**config.mk**
```make
export PLATFORM = sky130hd
export DESIGN_NAME = wptr_full_sync
export DESIGN_NICKNAME = d
export VERILOG_FILES = /design/src/rtl/wptr_full_sync.sv
export SDC_FILE = /design/constraint.sdc
export NUM_CORES = 1
export LEC_CHECK = 0
export BUFFER_PORTS_ARGS = -buffer_cell sky130_fd_sc_hd__clkbuf_2
export CAP_MARGIN = 5
export CORE_MARGIN = 2
export CORE_UTILIZATION = 57
export DETAILED_ROUTE_END_ITERATION = 8
export PLACE_DENSITY = 0.83
export SYNTH_ARGS = -nofsm -noshare
export SYNTH_HDL_FRONTEND = slang
export SYNTH_SLANG_ARGS = --single-unit
```
**constraint.sdc**
```tcl
create_clock -name w_clk -period 7.48 [get_ports w_clk]
set_input_delay 0.374 -clock w_clk [delete_from_list [all_inputs] [get_ports w_clk]]
set_output_delay 0.374 -clock w_clk [all_outputs]
set_load 0.005 [all_outputs]
```
**src/rtl/wptr_full_sync.sv**
```systemverilog
// wptr_full_sync -- write-side pointer and full-flag logic of an asynchronous FIFO.
//
// Brings the read domain's Gray pointer into the w_clk domain and keeps the binary
// and Gray write pointers. From the two pointers it derives the RAM write enable,
// the full flag, the free-entry count and a sticky pointer-corruption flag.
//
// Optional feature: define WPTR_FULL_SYNC_AFULL_EN to build the registered
// almost_full flag (wfree <= AFULL_LEVEL). Without it almost_full is tied to 0.
module wptr_full_sync #(
  parameter  int DEPTH       = 8,
  parameter  int SYNC_STAGES = 2,
  parameter  int AFULL_LEVEL = 2,
  localparam int AW          = $clog2(DEPTH)
) (
  input  logic          w_clk,
  input  logic          rst_n,
  input  logic          winc,
  input  logic [AW:0]   rptr_gray,
  output logic [AW:0]   wptr_gray,
  output logic [AW-1:0] waddr,
  output logic          wen,
  output logic          wfull,
  output logic [AW:0]   wfree,
  output logic          almost_full,
  output logic          rptr_adv,
  output logic          sync_err
);

  localparam logic [AW:0] DEPTH_W = DEPTH[AW:0];

  // Parameter legality is checked at elaboration so a bad instance never builds.
  if (DEPTH < 4 || (DEPTH & (DEPTH - 1)) != 0) begin : g_bad_depth
    $error("wptr_full_sync: DEPTH must be a power of two and at least 4");
  end
  if (SYNC_STAGES < 2 || SYNC_STAGES > 4) begin : g_bad_sync
    $error("wptr_full_sync: SYNC_STAGES must be in 2..4");
  end
  if (AFULL_LEVEL < 1 || AFULL_LEVEL > DEPTH - 1) begin : g_bad_afull
    $error("wptr_full_sync: AFULL_LEVEL must be in 1..DEPTH-1");
  end

  function automatic logic [AW:0] bin2gray(input logic [AW:0] b);
    return b ^ (b >> 1);
  endfunction

  function automatic logic [AW:0] gray2bin(input logic [AW:0] g);
    logic [AW:0] b;
    b[AW] = g[AW];
    for (int i = AW - 1; i >= 0; i--) begin
      b[i] = b[i+1] ^ g[i];
    end
    return b;
  endfunction

  // Synchroniser chain: index 0 is the first stage, SYNC_STAGES-1 is rq.
  logic [SYNC_STAGES-1:0][AW:0] r_sync;

  logic [AW:0] r_wbin;
  logic [AW:0] r_wptr_gray;
  logic        r_wfull;
  logic [AW:0] r_wfree;
  logic [AW:0] r_rq_prev;
  logic        r_rptr_adv;
  logic        r_sync_err;

  logic [AW:0] w_rq;
  logic [AW:0] w_rbin;
  logic        w_wen;
  logic [AW:0] w_wbin_next;
  logic [AW:0] w_wgray_next;
  logic [AW:0] w_rq_full_pattern;
  logic        w_wfull_next;
  logic [AW:0] w_wfree_next;
  logic [AW:0] w_occ_now;
  logic        w_err_now;
  logic        w_rq_changed;

  // ---------------------------------------------------------------------------
  // Combinational datapath
  // ---------------------------------------------------------------------------
  assign w_rq   = r_sync[SYNC_STAGES-1];
  assign w_rbin = gray2bin(w_rq);

  // A write is accepted only while the FIFO is not full; a refused winc has no effect.
  assign w_wen        = winc & ~r_wfull;
  assign w_wbin_next  = r_wbin + {{AW{1'b0}}, w_wen};
  assign w_wgray_next = bin2gray(w_wbin_next);

  // Full: write pointer is exactly one lap ahead of the read pointer. In Gray code
  // that is rq with its two MSBs inverted and the lower bits equal.
  assign w_rq_full_pattern = {~w_rq[AW:AW-1], w_rq[AW-2:0]};
  assign w_wfull_next      = (w_wgray_next == w_rq_full_pattern);

  // Free count from the synchronised (and therefore late) read pointer, so it can
  // only under-report free space. Modulo arithmetic handles pointer wrap.
  assign w_wfree_next = DEPTH_W - (w_wbin_next - w_rbin);

  // Occupancy beyond DEPTH is impossible for healthy pointers.
  assign w_occ_now = r_wbin - w_rbin;
  assign w_err_now = (w_occ_now > DEPTH_W);

  assign w_rq_changed = (w_rq != r_rq_prev);

  // ---------------------------------------------------------------------------
  // Sequential state
  // ---------------------------------------------------------------------------
  // Shift the read pointer through the synchroniser flops.
  always_ff @(posedge w_clk or negedge rst_n) begin
    // NOTE: the synchroniser stages are ordinary flops, not a memory, so they are
    // reset; otherwise X would flow into rq and the full/free logic after reset.
    if (!rst_n) begin
      r_sync <= '0;
    end else begin
      // NOTE: non-blocking assignment makes every stage sample the old value of the
      // one before it, giving one flop of delay per stage rather than a wire.
      r_sync <= {r_sync[SYNC_STAGES-2:0], rptr_gray};
    end
  end

  // Advance the binary and Gray write pointers together on an accepted write.
  always_ff @(posedge w_clk or negedge rst_n) begin
    if (!rst_n) begin
      r_wbin      <= '0;
      r_wptr_gray <= '0;
    end else begin
      r_wbin      <= w_wbin_next;
      r_wptr_gray <= w_wgray_next;
    end
  end

  // Register full flag and free count from the same next-pointer values.
  always_ff @(posedge w_clk or negedge rst_n) begin
    if (!rst_n) begin
      r_wfull <= 1'b0;
      r_wfree <= DEPTH_W;
    end else begin
      r_wfull <= w_wfull_next;
      r_wfree <= w_wfree_next;
    end
  end

  // One pulse per change of rq, however many steps the read pointer jumped.
  always_ff @(posedge w_clk or negedge rst_n) begin
    if (!rst_n) begin
      r_rq_prev  <= '0;
      r_rptr_adv <= 1'b0;
    end else begin
      r_rq_prev  <= w_rq;
      r_rptr_adv <= w_rq_changed;
    end
  end

  // Sticky corruption flag; only reset clears it.
  always_ff @(posedge w_clk or negedge rst_n) begin
    if (!rst_n) begin
      r_sync_err <= 1'b0;
    end else if (w_err_now) begin
      r_sync_err <= 1'b1;
    end
  end

`ifdef WPTR_FULL_SYNC_AFULL_EN
  localparam logic [AW:0] AFULL_W = AFULL_LEVEL[AW:0];

  logic r_almost_full;

  // Almost-full tracks the next free count so it changes together with wfree.
  always_ff @(posedge w_clk or negedge rst_n) begin
    if (!rst_n) begin
      r_almost_full <= 1'b0;
    end else begin
      r_almost_full <= (w_wfree_next <= AFULL_W);
    end
  end

  assign almost_full = r_almost_full;
`else
  assign almost_full = 1'b0;
`endif

  // ---------------------------------------------------------------------------
  // Outputs
  // ---------------------------------------------------------------------------
  assign wptr_gray = r_wptr_gray;
  assign waddr     = r_wbin[AW-1:0];
  assign wen       = w_wen;
  assign wfull     = r_wfull;
  assign wfree     = r_wfree;
  assign rptr_adv  = r_rptr_adv;
  assign sync_err  = r_sync_err;

endmodule
```
==> results of run 1 <==
## logic make-up (layout without fill, tap and decap cells)
kind of cell | count (synthesis) | count (layout)
AOI/OAI and AO/OA | 4 | 4
xor gates and xnor gates | 20 | 20
adders and majority gates | 11 | 11
buffers and inverters | 16 | 39
DFF | 26 | 26
other | 1 | 1
and+or+nand+nor | 10 | 10
## registers in the layout, indices dropped and copies added, names as in the netlist, 3 cells and up
| name | count |
|---|---|
| r_sync | 4 |
| wfree | 4 |
| wptr_gray | 3 |
| w_rq | 4 |
| r_rq_prev | 4 |
| r_wbin | 4 |
## power by group through the flow
stage / combinational [mW] / sequential, mW / clock [mW]
2_1_floorplan: 0.186 / 0.212 / 0
3_5_place_dp: 0.264 / 0.213 / 0
5_1_grt: 0.305 / 0.214 / 0.103
6_report: 0.261 / 0.209 / 0.0956
4_1_cts: 0.267 / 0.210 / 0.0989
3_3_place_gp: 0.253 / 0.211 / 0
## per-stage QoR
step	instances	cell area (um^2)	worst slack [ns]	power (mW)	utilization (%)
after CTS	138	1340	4.75	0.576	68.8
after global routing	138	1340	4.55	0.622	68.8
after detailed placement	134	1280	4.71	0.477	66.1
final	138	1340	4.80	0.566	68.8
after floorplan	88	1160	4.95	0.399	-
after global placement	134	1280	4.84	0.464	66.1
## worst paths after layout
| path | cells after the start | to | from |
|---|---|---|---|
| max | 11 | wfree[3] | wfull |
| min in group w_clk | 1 | r_sync[3] | rptr_gray[3] |
| max in group asynchronous | 1 | w_rq[2] | rst_n |
| min reg2reg | 0 | w_rq[1] | r_sync[1] |
| max reg2reg | 11 | wfree[3] | wfull |
| min | 1 | sync_err | rst_n |
## final cells by class
cell class	count	area, um^2	area share, %
clock buffer	3	22.5	1.69
clock inverter	1	30.0	2.25
inverter	14	52.6	3.93
multi-input combinational	46	440	33.0
sequential	26	652	48.8
tap	27	33.8	2.53
timing repair buffer	21	105	7.87
## metal layers
layer	global-route usage [%]	wire length [um]	vias up	share of wire [%]
met4	10.0	41	0	2.6
met5	0	0	-	0
met2	25.0	764	20	49
li1	-	-	317	-
met1	20.4	686	301	44
met3	2.15	83	5	5.3
## cells in the final DEF, fill, tap and decap left out, types with 2 or more instances in the layout
master and instances:
xor2_1 7, nor2b_1 2, ha_1 9, or3_1 3
fa_1 2, xor2_2 2, inv_1 14, clkbuf_4 3
xnor2_1 10, clkbuf_2 21, dfrtp_1 25, nand3_1 4
==> results by group, run 1 <==
Run status
  • Status: finished, final reports clean

Synthesis
  • Synth Register Bits: 26
  • Area leader, netlist: dfrtp_1
  • XOR/XNOR Fraction of Synth Area: 17.1%
  • Mux cell area share after synthesis: 0%
  • EDFF count, synth: 0
  • Top FF cell, synth: dfrtp_1
  • YS warnings: 0
  • Synth Area in Compound Gates: 2.49%
  • Top cell type's share of synthesized area: 54.1%
  • Synth top cells by count: 25 x dfrtp_1, 14 x inv_1, 10 x xnor2_1, 9 x ha_1, 7 x xor2_1
  • Post-Synth Simple-Gate Area: 4.97%
  • Ys async rst share: 100%
  • Largest family of logic cells by synthesized area: XOR/XNOR gates
  • Post-synth cell types: 20
  • Syn Nets: 106
  • Cells after Synth: 88
  • Post-synthesis adder-cell area fraction: 13.2%
  • Count leader, synth: dfrtp_1
  • Seq/Total Area, Yosys: 56.3%
  • Post-synthesis area per instance: 13.2 um^2
  • Top post-synthesis cells by area: dfrtp_1 54%, ha_1 9.7%, xnor2_1 7.6%
  • Mapped cell area: 1160 um^2

Critical path
  • Most frequent cell on the critical path: ha_1
  • Crit Path Class: flip-flop to flip-flop
  • CP Launch Type: flip-flop
  • Worst path slowest cell: fa_1
  • CP top delay family: adder cells
  • Worst path bufs/invs: 2
  • Slowest cell delay on critical path: 0.43 ns
  • Crit end category: flip-flop
  • R2r setup slk: 4.80 ns
  • Arrival @ worst endpoint: 2.94 ns
  • Crit-path cells: nor2b_1, ha_1, ha_1, xor2_2, inv_1, ha_1, inv_1, fa_1, xor2_1, xnor2_1, xnor2_1
  • Critical Path RT: 7.74 ns
  • CP max FO: 6

Floorplanning
  • Core area: 1940 um^2
  • Die height: 49.1 um
  • Ports: 23
  • Floorplan row count: 16
  • Die X: 49.1 um
  • Starting density of the core: 59.6%
  • Die ar.: 2410 um^2

STA
  • RSZ-0062 raised after global routing: no
  • Slew Limit Fails: 0
  • Worst Skew: 0.00822 ns
  • Slew headroom: 60.4%
  • Min Hold Slack: 0.0165 ns
  • Period utilization: 35.9%
  • Fmax achieved: 0.372 GHz
  • Setup tns final: 0 ns
  • Final setup vio count: 0
  • Slew at the pin closest to its max-slew limit: 0.594 ns
  • Period minus WS final: 2.68 ns
  • Final hold violations: 0

Routing
  • Initial drt markers: 0
  • WL final: 1.58 mm
  • Routed Antenna Nets: 0
  • Drt wl/cell: 11.4 um
  • DRT Pass-1 Iters: 1
  • Vias per std cell: 4.66
  • Via Count: 643
  • Remaining DRCs: 0

Power and ir drop
  • Lkg Pwr: 0.662 nW
  • Combinational group share of total power: 46.1%
  • Peak VDD IR: 0.000340 V
  • Switching share of power: 35.7%
  • Power Dens Cells: 423 nW/um^2
  • Net switching power: 0.202 mW
  • Clock network fraction of total power: 16.9%
  • Sequential share of power: 37.0%
  • P_int: 0.364 mW

Clock tree
  • CTS resizes: 0
  • Post-CTS Hold Fix Bufs: 0
  • Max Root-Sink Buffers: 2
  • # clock sinks: 26
  • Clk_lat worst skew: 0.33 ns
  • Htree depth: 1
  • CTS Root Cell: clkbuf_4
  • Post-CTS setup buffer count: 0
  • TritonCTS Buffers: 3
  • Clock transition at path regs: 0.14 ns
  • CTS tree: yes

Finish
  • FILL cells: 134
  • Layout cells sized above 1: 27.0%
  • Fin nets: 130
  • Layout area overhead: 15.5%
  • ANT cells: 0

GRT
  • Gr usage total: 15.8%
  • Total gr overflow: 0
  • Vias in the first global route: 652
  • Initial antenna violation count: 0
  • Largest net degree at the start of global routing: 27
  • First-pass GRT wire length: 2.84 mm

Flow run
  • Max-Cap Viols: 0

Placed design
  • Port-buffer cells: 21
  • Hpwl dp: 1.21 mm
  • Final estimated routing congestion in global placement: 0.727

Worst hold path
  • Hold Path Class: input pin to asynchronous set/reset pin
(Power assumes the default switching activity.)
==> inputs of run 2 (changes only) <==
--- a/config.mk
+++ b/config.mk
@@ -5,12 +5,13 @@
 export SDC_FILE = /design/constraint.sdc
 export NUM_CORES = 1
 export LEC_CHECK = 0
+export ABC_AREA = 1
 export BUFFER_PORTS_ARGS = -buffer_cell sky130_fd_sc_hd__clkbuf_2
 export CAP_MARGIN = 5
 export CORE_MARGIN = 2
-export CORE_UTILIZATION = 57
+export CORE_UTILIZATION = 48
 export DETAILED_ROUTE_END_ITERATION = 8
-export PLACE_DENSITY = 0.83
+export PLACE_DENSITY = 0.74
 export SYNTH_ARGS = -nofsm -noshare
 export SYNTH_HDL_FRONTEND = slang
 export SYNTH_SLANG_ARGS = --single-unit
==> constraint.sdc (replaced) <==
create_clock -name w_clk -period 2.3 [get_ports w_clk]
set_input_delay 0.115 -clock w_clk [delete_from_list [all_inputs] [get_ports w_clk]]
set_output_delay 0.115 -clock w_clk [all_outputs]
set_load 0.005 [all_outputs]
==> run 2 against run 1 <==
Against the previous run: register-to-register slack worse by 4.8 ns; wire length up 50%; global-route usage up 2.9 points; first-iteration DRC count up 14; clock power rose to 3.3 times the previous value; maximum frequency up 18%.
==> results by group, run 2 <==
Synthesis
  • Syn Nets: 143
  • Synth Area in Compound Gates: 1.01%
  • Post-synth cell types: 23
  • YS warnings: 0
  • Ys async rst share: 100%
  • EDFF count, synth: 0
  • Post-synthesis area per instance: 9.93 um^2
  • Synth top cells by count: 26 x nand2_1, 25 x dfrtp_1, 25 x inv_1, 12 x nand3_1, 9 x ha_1
  • Post-synthesis adder-cell area fraction: 12.3%
  • Top FF cell, synth: dfrtp_1
  • Top cell type's share of synthesized area: 50.4%
  • Post-Synth Simple-Gate Area: 17.4%
  • Mapped cell area: 1240 um^2
  • Seq/Total Area, Yosys: 52.5%
  • Area leader, netlist: dfrtp_1
  • Count leader, synth: nand2_1
  • Synth Register Bits: 26
  • Top post-synthesis cells by area: dfrtp_1 50%, ha_1 9.1%, nand2_1 7.9%
  • XOR/XNOR Fraction of Synth Area: 7.56%
  • Largest family of logic cells by synthesized area: simple AND/OR/NAND/NOR gates
  • Mux cell area share after synthesis: 0%
  • Cells after Synth: 125

Power and ir drop
  • Clock network fraction of total power: 14.9%
  • Net switching power: 0.814 mW
  • Peak VDD IR: 0.000930 V
  • P_int: 1.28 mW
  • Tot Pwr: 2.09 mW
  • Combinational group share of total power: 53.0%
  • Switching share of power: 38.9%
  • Sequential share of power: 32.1%
  • Power Dens Cells: 1310 nW/um^2
  • Lkg Pwr: 0.858 nW

Clock tree
  • Clk_lat worst skew: 0.32 ns
  • Htree depth: 1
  • Clock transition at path regs: 0.14 ns
  • CTS tree: yes
  • Max Root-Sink Buffers: 2
  • TritonCTS Buffers: 3
  • CTS Root Cell: clkbuf_4
  • # clock sinks: 26

STA
  • Period utilization: 99.1%
  • Slew Limit Fails: 0
  • Slew at the pin closest to its max-slew limit: 0.621 ns
  • Worst Skew: 0.00743 ns
  • Final setup vio count: 0
  • Fmax achieved: 0.439 GHz
  • Min Hold Slack: 0.291 ns
  • Period minus WS final: 2.28 ns
  • Setup tns final: 0 ns
  • Slew headroom: 58.6%
  • RSZ-0062 raised after global routing: yes
  • Final hold violations: 0

Routing
  • Drt wl/cell: 12.2 um
  • Initial drt markers: 14
  • WL final: 2.36 mm
  • Remaining DRCs: 0
  • Vias per std cell: 4.72
  • DRT Pass-1 Iters: 4
  • Via Count: 915
  • Routed Antenna Nets: 0

Finish
  • Commonest non-fill, non-tap cell in the layout: dfrtp_1
  • Layout cells sized above 1: 32.3%
  • Most frequent cells in the layout: 25 x dfrtp_1, 24 x nand2_1, 23 x inv_1, 21 x clkbuf_2, 12 x nand3_1
  • ANT cells: 0
  • Layout area overhead: 28.7%
  • Fin nets: 183

Placed design
  • Hpwl dp: 1.68 mm
  • Final estimated routing congestion in global placement: 0.758
  • Port-buffer cells: 21

GRT
  • Total gr overflow: 0
  • Largest net degree at the start of global routing: 27
  • First-pass GRT wire length: 3.86 mm
  • Initial antenna violation count: 0
  • Vias in the first global route: 902
  • Gr usage total: 18.6%

Worst hold path
  • Hold Path Class: input pin to flip-flop

Run status
  • Status: finished, final reports clean

Floorplanning
  • Die height: 54.9 um
  • Starting density of the core: 50.6%
  • Die X: 54.9 um
  • Ports: 23
  • Core area: 2450 um^2
  • Die ar.: 3010 um^2
  • Floorplan row count: 18

Critical path
  • Arrival @ worst endpoint: 2.55 ns
  • CP max FO: 3
  • Crit end category: flip-flop
  • Critical Path RT: 2.58 ns
  • CP Launch Type: flip-flop
  • Crit Path Class: flip-flop to flip-flop

Flow run
  • Max-Cap Viols: 0
run 2: cell count changes in the layout (fill, tap and decap cells not counted), sizes merged, moves of 4 or more:
cell,delta
nand3,+8
inv,+12
nand2,+28
dlygate4sd3,+5
buf,+10
xnor2,-6
xor2,-5
nor2,+4
run 2: area by class of cell:
type | count | area, um^2
timing repair buffer | 36 | 230
clock inverter | 1 | 30.0
clock buffer | 3 | 22.5
sequential | 26 | 652
multi-input combinational | 71 | 523
tap | 30 | 37.5
inverter | 27 | 103
fill | 182 | 857
run 2: critical path, cell delays in order, from the launching register on:
cell and delay (ns):
dfrtp_1 0.43, xnor2_2 0.25, clkinv_2 0.10, nand2_2 0.08
nand2_4 0.08, xor2_4 0.16, ha_2 0.20, inv_2 0.06
ha_4 0.12, inv_2 0.04, fa_2 0.34, xor2_1 0.16
xor2_1 0.15, inv_1 0.05
run 2: cell families after synthesis:
logic type | Yosys count
DFF | 26
buffers and inverters | 28
AOI/OAI and AO/OA | 2
xor gates and xnor gates | 9
adders and majority gates | 11
and+or+nand+nor | 48
other | 1
run 2: metrics by stage:
step	std cells	utilization, %	setup slack [ns]	instance area (um^2)
2_1_floorplan	125	-	0.0335	1240
3_3_place_gp	182	58.2	0.0123	1430
3_5_place_dp	182	58.2	-0.0556	1430
4_1_cts	194	63.9	0.0346	1570
5_1_grt	194	65.1	-0.0862	1600
6_report	194	65.1	0.0216	1600
run 2: final timing paths:
| kind | from | endpoint | slack [ns] | depth (start not counted) |
|---|---|---|---|---|
| worst max register to register | w_rq[2] | wfree[3] | 0.02 | 13 |
| worst min-delay path | winc | r_wbin[0] | 0.29 | 4 |
| max in group asynchronous | rst_n | wptr_gray[1] | 1.57 | 2 |
| min in group asynchronous | rst_n | wptr_gray[0] | 0.33 | 2 |
| worst min register to register | r_sync[1] | w_rq[1] | 0.37 | 0 |
| worst max-delay path | w_rq[2] | wfree[3] | 0.02 | 13 |
run 2: power by group through the flow:
stage	combinational, mW	clock, mW	sequential, mW
floorplan	0.620	0	0.683
global placement	0.930	0	0.677
detailed placement	0.989	0	0.684
CTS	1.06	0.319	0.672
global route	1.27	0.338	0.690
finish	1.11	0.312	0.672
run 2: timing repair:
item                       4_1_cts  5_1_grt
pin swaps                        4        7
setup endpoints to repair        1        2
buffers inserted                 3        0
hold endpoints to repair        29        0
gates resized for setup          6        7
hold buffers                     5        0
run 2: per-layer routing:
metal / global-route usage [%] / wire length (um) / up-vias
met1: 22.2 / 985 / 429
met4: 8.33 / 30 / 0
met3: 3.55 / 89 / 4
met5: 0 / 0 / -
li1: - / - / 456
met2: 32.3 / 1260 / 26
